$ cat src/rtl/brisc_pkg.sv
// Shared definitions for the BRISC-V load/store path.
//   - funct3 width/sign codes for loads and stores
//   - lsu_state_t: load/store unit sequencer states
//   - STRB_W / XLEN: byte-enable and data widths of the data-memory port
//   - lsu_legal(): decides whether a requested access may go to the bus
package brisc_pkg;

  localparam int XLEN   = 32;
  localparam int STRB_W = XLEN / 8;

  localparam logic [2:0] F3_B  = 3'b000;
  localparam logic [2:0] F3_H  = 3'b001;
  localparam logic [2:0] F3_W  = 3'b010;
  localparam logic [2:0] F3_BU = 3'b100;
  localparam logic [2:0] F3_HU = 3'b101;

  typedef enum logic [1:0] {
    LSU_IDLE,
    LSU_REQ,
    LSU_WAIT_RSP,
    LSU_DONE
  } lsu_state_t;

  // Exactly one of rd/wr, a known width code (unsigned codes are loads
  // only), and natural alignment for halfwords and words.
  function automatic logic lsu_legal(input logic rd, input logic wr,
                                     input logic [2:0] f3,
                                     input logic [1:0] off);
    logic ok;
    ok = 1'b0;
    if (rd ^ wr) begin
      unique case (f3)
        F3_B:    ok = 1'b1;
        F3_BU:   ok = rd;
        F3_H:    ok = ~off[0];
        F3_HU:   ok = rd & ~off[0];
        F3_W:    ok = (off == 2'b00);
        default: ok = 1'b0;
      endcase
    end
    return ok;
  endfunction

endpackage

$ cat src/rtl/lsu_unit_if.sv
// Data-memory port of the load/store unit: a valid/ready request channel
// and a valid-only load response channel.
//   master: LSU side (drives requests, receives responses)
//   slave : memory side
interface lsu_unit_if;
  import brisc_pkg::*;

  logic              mem_req_valid;
  logic              mem_req_ready;
  logic              mem_req_we;
  logic [XLEN-1:0]   mem_req_addr;
  logic [XLEN-1:0]   mem_req_wdata;
  logic [STRB_W-1:0] mem_req_strb;
  logic              mem_rsp_valid;
  logic [XLEN-1:0]   mem_rsp_rdata;

  modport master (
    output mem_req_valid, mem_req_we, mem_req_addr, mem_req_wdata, mem_req_strb,
    input  mem_req_ready, mem_rsp_valid, mem_rsp_rdata
  );

  modport slave (
    input  mem_req_valid, mem_req_we, mem_req_addr, mem_req_wdata, mem_req_strb,
    output mem_req_ready, mem_rsp_valid, mem_rsp_rdata
  );

endinterface

$ cat src/rtl/lsu_align.sv
// Combinational byte-lane steering for the load/store unit.
//   st_f3/st_off/st_data -> st_wdata (lane-replicated), st_strb (byte enables)
//   ld_f3/ld_off/ld_word -> ld_data (selected lane, sign/zero extended)
module lsu_align
  import brisc_pkg::*;
(
  input  logic [2:0]        st_f3,
  input  logic [1:0]        st_off,
  input  logic [XLEN-1:0]   st_data,
  output logic [XLEN-1:0]   st_wdata,
  output logic [STRB_W-1:0] st_strb,
  input  logic [2:0]        ld_f3,
  input  logic [1:0]        ld_off,
  input  logic [XLEN-1:0]   ld_word,
  output logic [XLEN-1:0]   ld_data
);

  logic [XLEN-1:0] ld_shift;

  // Replicating the store data lets memory pick whichever lane the strobe
  // enables without knowing the offset.
  always_comb begin
    // NOTE: every output gets a default first so no path leaves it
    // unassigned, which would otherwise infer a latch.
    st_wdata = st_data;
    st_strb  = '0;
    unique case (st_f3)
      F3_B: begin
        st_wdata = {4{st_data[7:0]}};
        st_strb  = STRB_W'(4'b0001) << st_off;
      end
      F3_H: begin
        st_wdata = {2{st_data[15:0]}};
        st_strb  = STRB_W'(4'b0011) << st_off;
      end
      F3_W:    st_strb = '1;
      default: st_strb = '0;
    endcase
  end

  always_comb begin
    ld_shift = ld_word >> {ld_off, 3'b000};
    ld_data  = ld_word;
    unique case (ld_f3)
      F3_B:    ld_data = {{24{ld_shift[7]}},  ld_shift[7:0]};
      F3_BU:   ld_data = {24'h0,              ld_shift[7:0]};
      F3_H:    ld_data = {{16{ld_shift[15]}}, ld_shift[15:0]};
      F3_HU:   ld_data = {16'h0,              ld_shift[15:0]};
      default: ld_data = ld_word;
    endcase
  end

endmodule

$ cat src/rtl/lsu_unit.sv
// Load/store unit between the ALU and the data-memory port.
//   clk, rst_n              : clock, asynchronous active-low reset
//   Start/MemRead/MemWrite  : one-cycle request from EX (taken only in IDLE)
//   funct3, Addr, WriteData : width code, effective address, store data
//   Busy, Done, Fault       : stall, completion pulse, fault flag (with Done)
//   ReadData                : extended load data, held until the next load
//   mem                     : data-memory port (lsu_unit_if.master)
// Optional feature macro: LSU_TIMEOUT_EN abandons a load after
// TIMEOUT_CYCLES cycles without a response and reports a fault.
module lsu_unit
  import brisc_pkg::*;
#(
  parameter int unsigned TIMEOUT_CYCLES = 255,
  parameter int unsigned TMO_W          = 8
) (
  input  logic            clk,
  input  logic            rst_n,
  input  logic            Start,
  input  logic            MemRead,
  input  logic            MemWrite,
  input  logic [2:0]      funct3,
  input  logic [XLEN-1:0] Addr,
  input  logic [XLEN-1:0] WriteData,
  output logic            Busy,
  output logic            Done,
  output logic            Fault,
  output logic [XLEN-1:0] ReadData,
  lsu_unit_if.master      mem
);

  lsu_state_t        state_q, state_d;
  logic              we_q, we_d;
  logic              fault_q, fault_d;
  logic [1:0]        off_q, off_d;
  logic [2:0]        f3_q, f3_d;
  logic [XLEN-1:0]   addr_q, addr_d;
  logic [XLEN-1:0]   wdata_q, wdata_d;
  logic [STRB_W-1:0] strb_q, strb_d;
  logic [XLEN-1:0]   rdata_q, rdata_d;

  logic [XLEN-1:0]   st_wdata, ld_data;
  logic [STRB_W-1:0] st_strb;

`ifdef LSU_TIMEOUT_EN
  logic [TMO_W-1:0]  tmo_q, tmo_d;
`else
  logic [TMO_W-1:0]  tmo_cfg_unused;
  assign tmo_cfg_unused = TMO_W'(TIMEOUT_CYCLES);
`endif

  // Store lanes come from the live inputs (registered at accept); load
  // extraction uses the latched offset/width against the response word.
  lsu_align u_align (
    .st_f3   (funct3),
    .st_off  (Addr[1:0]),
    .st_data (WriteData),
    .st_wdata(st_wdata),
    .st_strb (st_strb),
    .ld_f3   (f3_q),
    .ld_off  (off_q),
    .ld_word (mem.mem_rsp_rdata),
    .ld_data (ld_data)
  );

  always_comb begin
    state_d = state_q;
    we_d    = we_q;
    fault_d = fault_q;
    off_d   = off_q;
    f3_d    = f3_q;
    addr_d  = addr_q;
    wdata_d = wdata_q;
    strb_d  = strb_q;
    rdata_d = rdata_q;
`ifdef LSU_TIMEOUT_EN
    tmo_d   = tmo_q;
`endif
    unique case (state_q)
      LSU_IDLE: begin
        if (Start) begin
          off_d = Addr[1:0];
          f3_d  = funct3;
          if (lsu_legal(MemRead, MemWrite, funct3, Addr[1:0])) begin
            // Bus fields only move for legal accesses: a fault never
            // disturbs the port.
            we_d    = MemWrite;
            addr_d  = {Addr[XLEN-1:2], 2'b00};
            wdata_d = st_wdata;
            strb_d  = st_strb;
            fault_d = 1'b0;
            state_d = LSU_REQ;
          end else begin
            fault_d = 1'b1;
            state_d = LSU_DONE;
          end
        end
      end
      LSU_REQ: begin
        if (mem.mem_req_ready) begin
          state_d = we_q ? LSU_DONE : LSU_WAIT_RSP;
`ifdef LSU_TIMEOUT_EN
          tmo_d   = '0;
`endif
        end
      end
      LSU_WAIT_RSP: begin
        if (mem.mem_rsp_valid) begin
          rdata_d = ld_data;
          state_d = LSU_DONE;
        end
`ifdef LSU_TIMEOUT_EN
        else if (tmo_q == TMO_W'(TIMEOUT_CYCLES - 1)) begin
          fault_d = 1'b1;
          state_d = LSU_DONE;
        end else begin
          tmo_d = tmo_q + 1'b1;
        end
`endif
      end
      LSU_DONE: state_d = LSU_IDLE;
      default:  state_d = LSU_IDLE;
    endcase
  end

  always_ff @(posedge clk or negedge rst_n) begin
    if (!rst_n) begin
      state_q <= LSU_IDLE;
      we_q    <= 1'b0;
      fault_q <= 1'b0;
      off_q   <= '0;
      f3_q    <= '0;
      addr_q  <= '0;
      wdata_q <= '0;
      strb_q  <= '0;
      rdata_q <= '0;
`ifdef LSU_TIMEOUT_EN
      tmo_q   <= '0;
`endif
    end else begin
      // NOTE: non-blocking assignments so every flop samples the values
      // from before this edge, regardless of statement order.
      state_q <= state_d;
      we_q    <= we_d;
      fault_q <= fault_d;
      off_q   <= off_d;
      f3_q    <= f3_d;
      addr_q  <= addr_d;
      wdata_q <= wdata_d;
      strb_q  <= strb_d;
      rdata_q <= rdata_d;
`ifdef LSU_TIMEOUT_EN
      tmo_q   <= tmo_d;
`endif
    end
  end

  assign Busy              = (state_q == LSU_REQ) || (state_q == LSU_WAIT_RSP);
  assign Done              = (state_q == LSU_DONE);
  assign Fault             = Done && fault_q;
  assign ReadData          = rdata_q;
  assign mem.mem_req_valid = (state_q == LSU_REQ);
  assign mem.mem_req_we    = we_q;
  assign mem.mem_req_addr  = addr_q;
  assign mem.mem_req_wdata = wdata_q;
  assign mem.mem_req_strb  = strb_q;

endmodule

$ cat src/flat_wrapper.sv
// flat-port wrapper written by rule: the top's interface ports become plain ports
module lsu_unit_flat import brisc_pkg::*;
#(
  parameter int unsigned TIMEOUT_CYCLES = 255,
  parameter int unsigned TMO_W          = 8
)
  (clk, rst_n, Start, MemRead, MemWrite, funct3, Addr, WriteData, Busy, Done, Fault, ReadData, mem_mem_req_valid, mem_mem_req_we, mem_mem_req_addr, mem_mem_req_wdata, mem_mem_req_strb, mem_mem_req_ready, mem_mem_rsp_valid, mem_mem_rsp_rdata);
  lsu_unit_if mem_i ();
  input  logic clk;
  input  logic rst_n;
  input  logic Start;
  input  logic MemRead;
  input  logic MemWrite;
  input  logic [2:0] funct3;
  input  logic [XLEN-1:0] Addr;
  input  logic [XLEN-1:0] WriteData;
  output logic Busy;
  output logic Done;
  output logic Fault;
  output logic [XLEN-1:0] ReadData;
  output wire logic [$bits(mem_i.mem_req_valid)-1:0] mem_mem_req_valid;
  output wire logic [$bits(mem_i.mem_req_we)-1:0] mem_mem_req_we;
  output wire logic [$bits(mem_i.mem_req_addr)-1:0] mem_mem_req_addr;
  output wire logic [$bits(mem_i.mem_req_wdata)-1:0] mem_mem_req_wdata;
  output wire logic [$bits(mem_i.mem_req_strb)-1:0] mem_mem_req_strb;
  input wire logic [$bits(mem_i.mem_req_ready)-1:0] mem_mem_req_ready;
  input wire logic [$bits(mem_i.mem_rsp_valid)-1:0] mem_mem_rsp_valid;
  input wire logic [$bits(mem_i.mem_rsp_rdata)-1:0] mem_mem_rsp_rdata;
  assign mem_mem_req_valid = mem_i.mem_req_valid;
  assign mem_mem_req_we = mem_i.mem_req_we;
  assign mem_mem_req_addr = mem_i.mem_req_addr;
  assign mem_mem_req_wdata = mem_i.mem_req_wdata;
  assign mem_mem_req_strb = mem_i.mem_req_strb;
  assign mem_i.mem_req_ready = mem_mem_req_ready;
  assign mem_i.mem_rsp_valid = mem_mem_rsp_valid;
  assign mem_i.mem_rsp_rdata = mem_mem_rsp_rdata;
  lsu_unit #(.TIMEOUT_CYCLES(TIMEOUT_CYCLES), .TMO_W(TMO_W)) u_core (.clk(clk), .rst_n(rst_n), .Start(Start), .MemRead(MemRead), .MemWrite(MemWrite), .funct3(funct3), .Addr(Addr), .WriteData(WriteData), .Busy(Busy), .Done(Done), .Fault(Fault), .ReadData(ReadData), .mem(mem_i));
endmodule
$ cat config.mk
export PLATFORM = sky130hd
export DESIGN_NAME = lsu_unit_flat
export DESIGN_NICKNAME = d
export VERILOG_FILES = /design/src/rtl/brisc_pkg.sv /design/src/rtl/lsu_unit_if.sv /design/src/rtl/lsu_align.sv /design/src/rtl/lsu_unit.sv /design/src/flat_wrapper.sv
export SDC_FILE = /design/constraint.sdc
export NUM_CORES = 1
export LEC_CHECK = 0
export ABC_AREA = 1
export BUFFER_PORTS_ARGS = -buffer_cell sky130_fd_sc_hd__clkbuf_2
export CORE_MARGIN = 2
export CORE_UTILIZATION = 35
export DETAILED_ROUTE_END_ITERATION = 8
export PLACE_DENSITY = 0.64
export SLEW_MARGIN = 20
export SYNTH_ARGS = -nofsm -noshare
export SYNTH_HDL_FRONTEND = slang
export SYNTH_HIERARCHICAL = 1
export SYNTH_SLANG_ARGS = --single-unit
$ cat constraint.sdc
create_clock -name clk -period 1.7 [get_ports clk]
set_input_delay 0.085 -clock clk [delete_from_list [all_inputs] [get_ports clk]]
set_output_delay 0.085 -clock clk [all_outputs]
set_load 0.02 [all_outputs]
==> results.toml <==
[finish]
area_growth_syn_to_layout_pct = 32.0
nets = 1055
drive_gt1_frac = 0.328
diodes = 0

[clock_tree]
clk_pin_slew_ns = 0.08
cts_made_buffers = 9
htreeDepth = 3
clock-sinks = 107
root_buffer = "clkbuf_16"
clock_latency_ns = 0.37
clock_path_buffers = 2
cts_tree = "yes"

[yosys]
synth_top_area_frac = 0.457
ys_ff_latch = 107
synth-simple-area-share = 0.336
ys_top_cells_by_area = "dfrtp_1 (46%), nand2_1 (18%), nand4_1 (7.3%)"
ys_types = 33
synth_warnings = 6
muxShareOfSynthArea = 0.0615
synth_compound_area_frac = 0.0459
synth_top_family_by_area = "simple AND/OR/NAND/NOR gates"
synth_area_mm2 = 0.00586
avgSynthCellArea_um2 = 8.12
synth-xor-area-share = 0
yosys.area_share.adder = 0.0107
synth_area_leader_cell = "dfrtp_1"
postSynthCellCount = 722
yosysSeqAreaShare = 0.457

[power_and_ir_drop]
combPwrFrac = 0.501
power_density_mw_per_mm2 = 1730
p_int_w = 0.00724
p_leak_nw = 4.35
ir_drop_uv = 1010
p_sw_frac = 0.459
pwr-share-seq = 0.335
power_frac_clock = 0.163
switchingPower_w = 0.00614

[global_routing]
grt_pass1_wl_mm = 28.6
grt_antenna_before_repair = 0
grt_overflow = 0
grt_pass1_vias = 5483
track_usage = 0.201
grt_max_degree = 58

[routing]
wire_per_inst_um = 15.4
drt_pass1_iterations = 5
num_vias = 5777
wl_mm = 18.0
drtAntennaViolNets = 0
routed_via_density = 4.94
drc_errors = 0
drtIter0Drc = 399

[worst_setup_path]
cpLargestDelayFamily = "simple AND/OR/NAND/NOR gates"
worst_r2r_startpoint = "u_core/off_q[1]$_DFFE_PN0P_"
path_depth = 5
crit_path_max_fanout = 24
arrival_ns = 1.80
max_stage_delay_ns = 0.39
r2r_cells = 5
cp_slowest_cell = "dfrtp_1"
critPathBufInv = 1
required_ns = 1.95
start_kind = "flip-flop"
cp_cell_sequence = "inv_2 -> nand3_2 -> nand3_4 -> nand3_1 -> mux2_2"
worstSetupPathType = "flip-flop to flip-flop"
endpoint_kind = "flip-flop"
rrSetupSlack_ns = 0.15
r2r-end = "u_core/ReadData[28]$_DFFE_PN0P_"

[timing]
fin_crit_ns = 1.55
whs_ns = 0.0185
finalHoldViolCount = 0
skew_ns = 0.0113
setup_ws_ns = 0.146
period_share = 0.914
setup_viol = 0
rsz0062_at_grt = "no"
timing.fmax_mhz = 644
setup-tns-final_ns = 0
drv_slew = 0

[die]
die_w_um = 133
initial_core_util = 0.356
chipHeight_um = 133
io_pins = 211
num_rows = 47
core_mm2 = 0.0165
dieArea_mm2 = 0.0178

[job]
cap_violations = 0

[min_path]
whs_path_depth = 3
worstHoldEndpoint = "u_core/mem.mem_req_addr[31]$_DFFE_PN0P_"
hold_start = "Addr[31]"
hp-class = "primary input to flip-flop"

[placed_design]
port_buffers = 208
gp_congestion = 0.891
hpwlAfterDp_mm = 12.6
preCtsSetupSlack_ns = 0.127

[status]
status = "finished clean"
-- area by class of cell --
cell class / instances / area, um2
multi-input combinational: 518 / 2690
tap: 220 / 275
inverter: 43 / 166
sequential: 107 / 2680
clock inverter: 7 / 86.3
clock buffer: 9 / 225
fill: 1640 / 8730
timing repair buffer: 265 / 1620
-- through the flow --
stage               utilization  area, um2  total power (W)  std cells
global route              0.470       7740           0.0144       1169
CTS                       0.470       7730           0.0135       1169
finish                    0.470       7740           0.0134       1169
floorplan                     -       5860          0.00897        723
detailed placement        0.431       7090           0.0112       1120
global placement          0.431       7090           0.0111       1120
-- power groups by stage --
stage	Clock (W)	Combinational, W	Sequential [W]
detailed placement	0	0.00668	0.00451
floorplan	0	0.00320	0.00578
global route	0.00236	0.00739	0.00464
global placement	0	0.00658	0.00450
finish	0.00218	0.00671	0.00449
CTS	0.00225	0.00675	0.00448
-- registers in the layout, indices dropped and copies added, names as in the netlist --
register	flops
u_core/mem.mem_req_wdata	32
u_core/f3_q	3
u_core/mem.mem_req_strb	4
u_core/ReadData	32
u_core/state_q	2
u_core/fault_q	1
u_core/mem.mem_req_addr	30
u_core/off_q	2
u_core/mem.mem_req_we	1
-- kinds of logic (layout without fill, tap and decap cells) --
logic type / after synthesis / in the layout
buffers and inverters: 98 / 324
muxes: 32 / 32
AOI/OAI and AO/OA: 50 / 50
DFF: 107 / 107
and+or+nand+nor: 429 / 429
adders and majority gates: 5 / 5
other: 1 / 2
-- cell usage in the layout (no fill, tap or decap), types with 4 or more instances in the layout --
| cell | synthesis | layout |
|---|---|---|
| o211ai_1 | 5 | 5 |
| mux2_2 | 32 | 32 |
| nand3_1 | 33 | 33 |
| dlygate4sd3_1 | 0 | 33 |
| nand4_1 | 68 | 68 |
| ha_1 | 5 | 5 |
| inv_1 | 38 | 38 |
| clkbuf_16 | 0 | 9 |
| nor2_1 | 18 | 17 |
| o21ai_1 | 4 | 4 |
| buf_4 | 17 | 20 |
| nand2_2 | 3 | 4 |
| clkbuf_2 | 0 | 207 |
| buf_12 | 0 | 5 |
| inv_2 | 4 | 4 |
| nand3_2 | 9 | 9 |
| o21ai_0 | 37 | 37 |
| nand2_1 | 287 | 286 |
| dfrtp_1 | 107 | 106 |
-- cells in the mapped netlist --
master    instances
dfrtp_1         107
clkinv_4          1
ha_1              5
nor2_4            1
mux2_2           32
o21ai_1           4
inv_2             4
nand3_1          33
nand4_1          68
conb_1            1
nand3_2           9
nand3_4           1
buf_1             1
o21ai_0          37
nand2_2           3
nor2_1           18
nor3_4            1
nand2_1         287
nor2b_1           1
buf_6             8
o211ai_1          5
o21bai_1          1
nor2_2            2
buf_2            16
buf_4            17
or2_2             1
nor2_8            1
a21oi_1           2
o21ai_2           1
inv_1            38
nand2_4           2
nand4_2           1
clkbuf_1         13
-- worst max-delay path by stage --
stage	slack (ns)	startpoint	to
final	0.15	u_core/off_q[1]$_DFFE_PN0P_	u_core/ReadData[28]$_DFFE_PN0P_
after floorplan	0.15	u_core/state_q[0]$_DFFE_PN0P_	u_core/mem.mem_req_strb[2]$_DFFE_PN0P_
after CTS	0.12	u_core/off_q[1]$_DFFE_PN0P_	u_core/ReadData[28]$_DFFE_PN0P_
after global placement	0.17	u_core/off_q[1]$_DFFE_PN0P_	u_core/ReadData[23]$_DFFE_PN0P_
after global routing	0.04	u_core/state_q[0]$_DFFE_PN0P_	u_core/mem.mem_req_addr[4]$_DFFE_PN0P_
after detailed placement	0.13	u_core/off_q[1]$_DFFE_PN0P_	u_core/ReadData[28]$_DFFE_PN0P_
-- layer usage --
metal | track usage | vias to the layer above | share of wire | wire length [um]
li1 | - | 2802 | - | -
met5 | 0 | - | 0 | 0
met2 | 0.321 | 277 | 0.46 | 8270
met3 | 0.0609 | 16 | 0.096 | 1730
met1 | 0.268 | 2682 | 0.43 | 7770
met4 | 0.0496 | 0 | 0.013 | 232
-- what timing repair did --
action,in CTS,in global routing
resized for setup,0,2
endpoints found under the setup margin,0,5
hold buffers,33,0
setup buffers,0,0
hold endpoints to repair,61,0
-- tightest hold or removal path, stage by stage --
cell and delay, ns:
clkbuf_2 0.08, nand4_1 0.11, nand2_1 0.06
(Power assumes the default switching activity.)
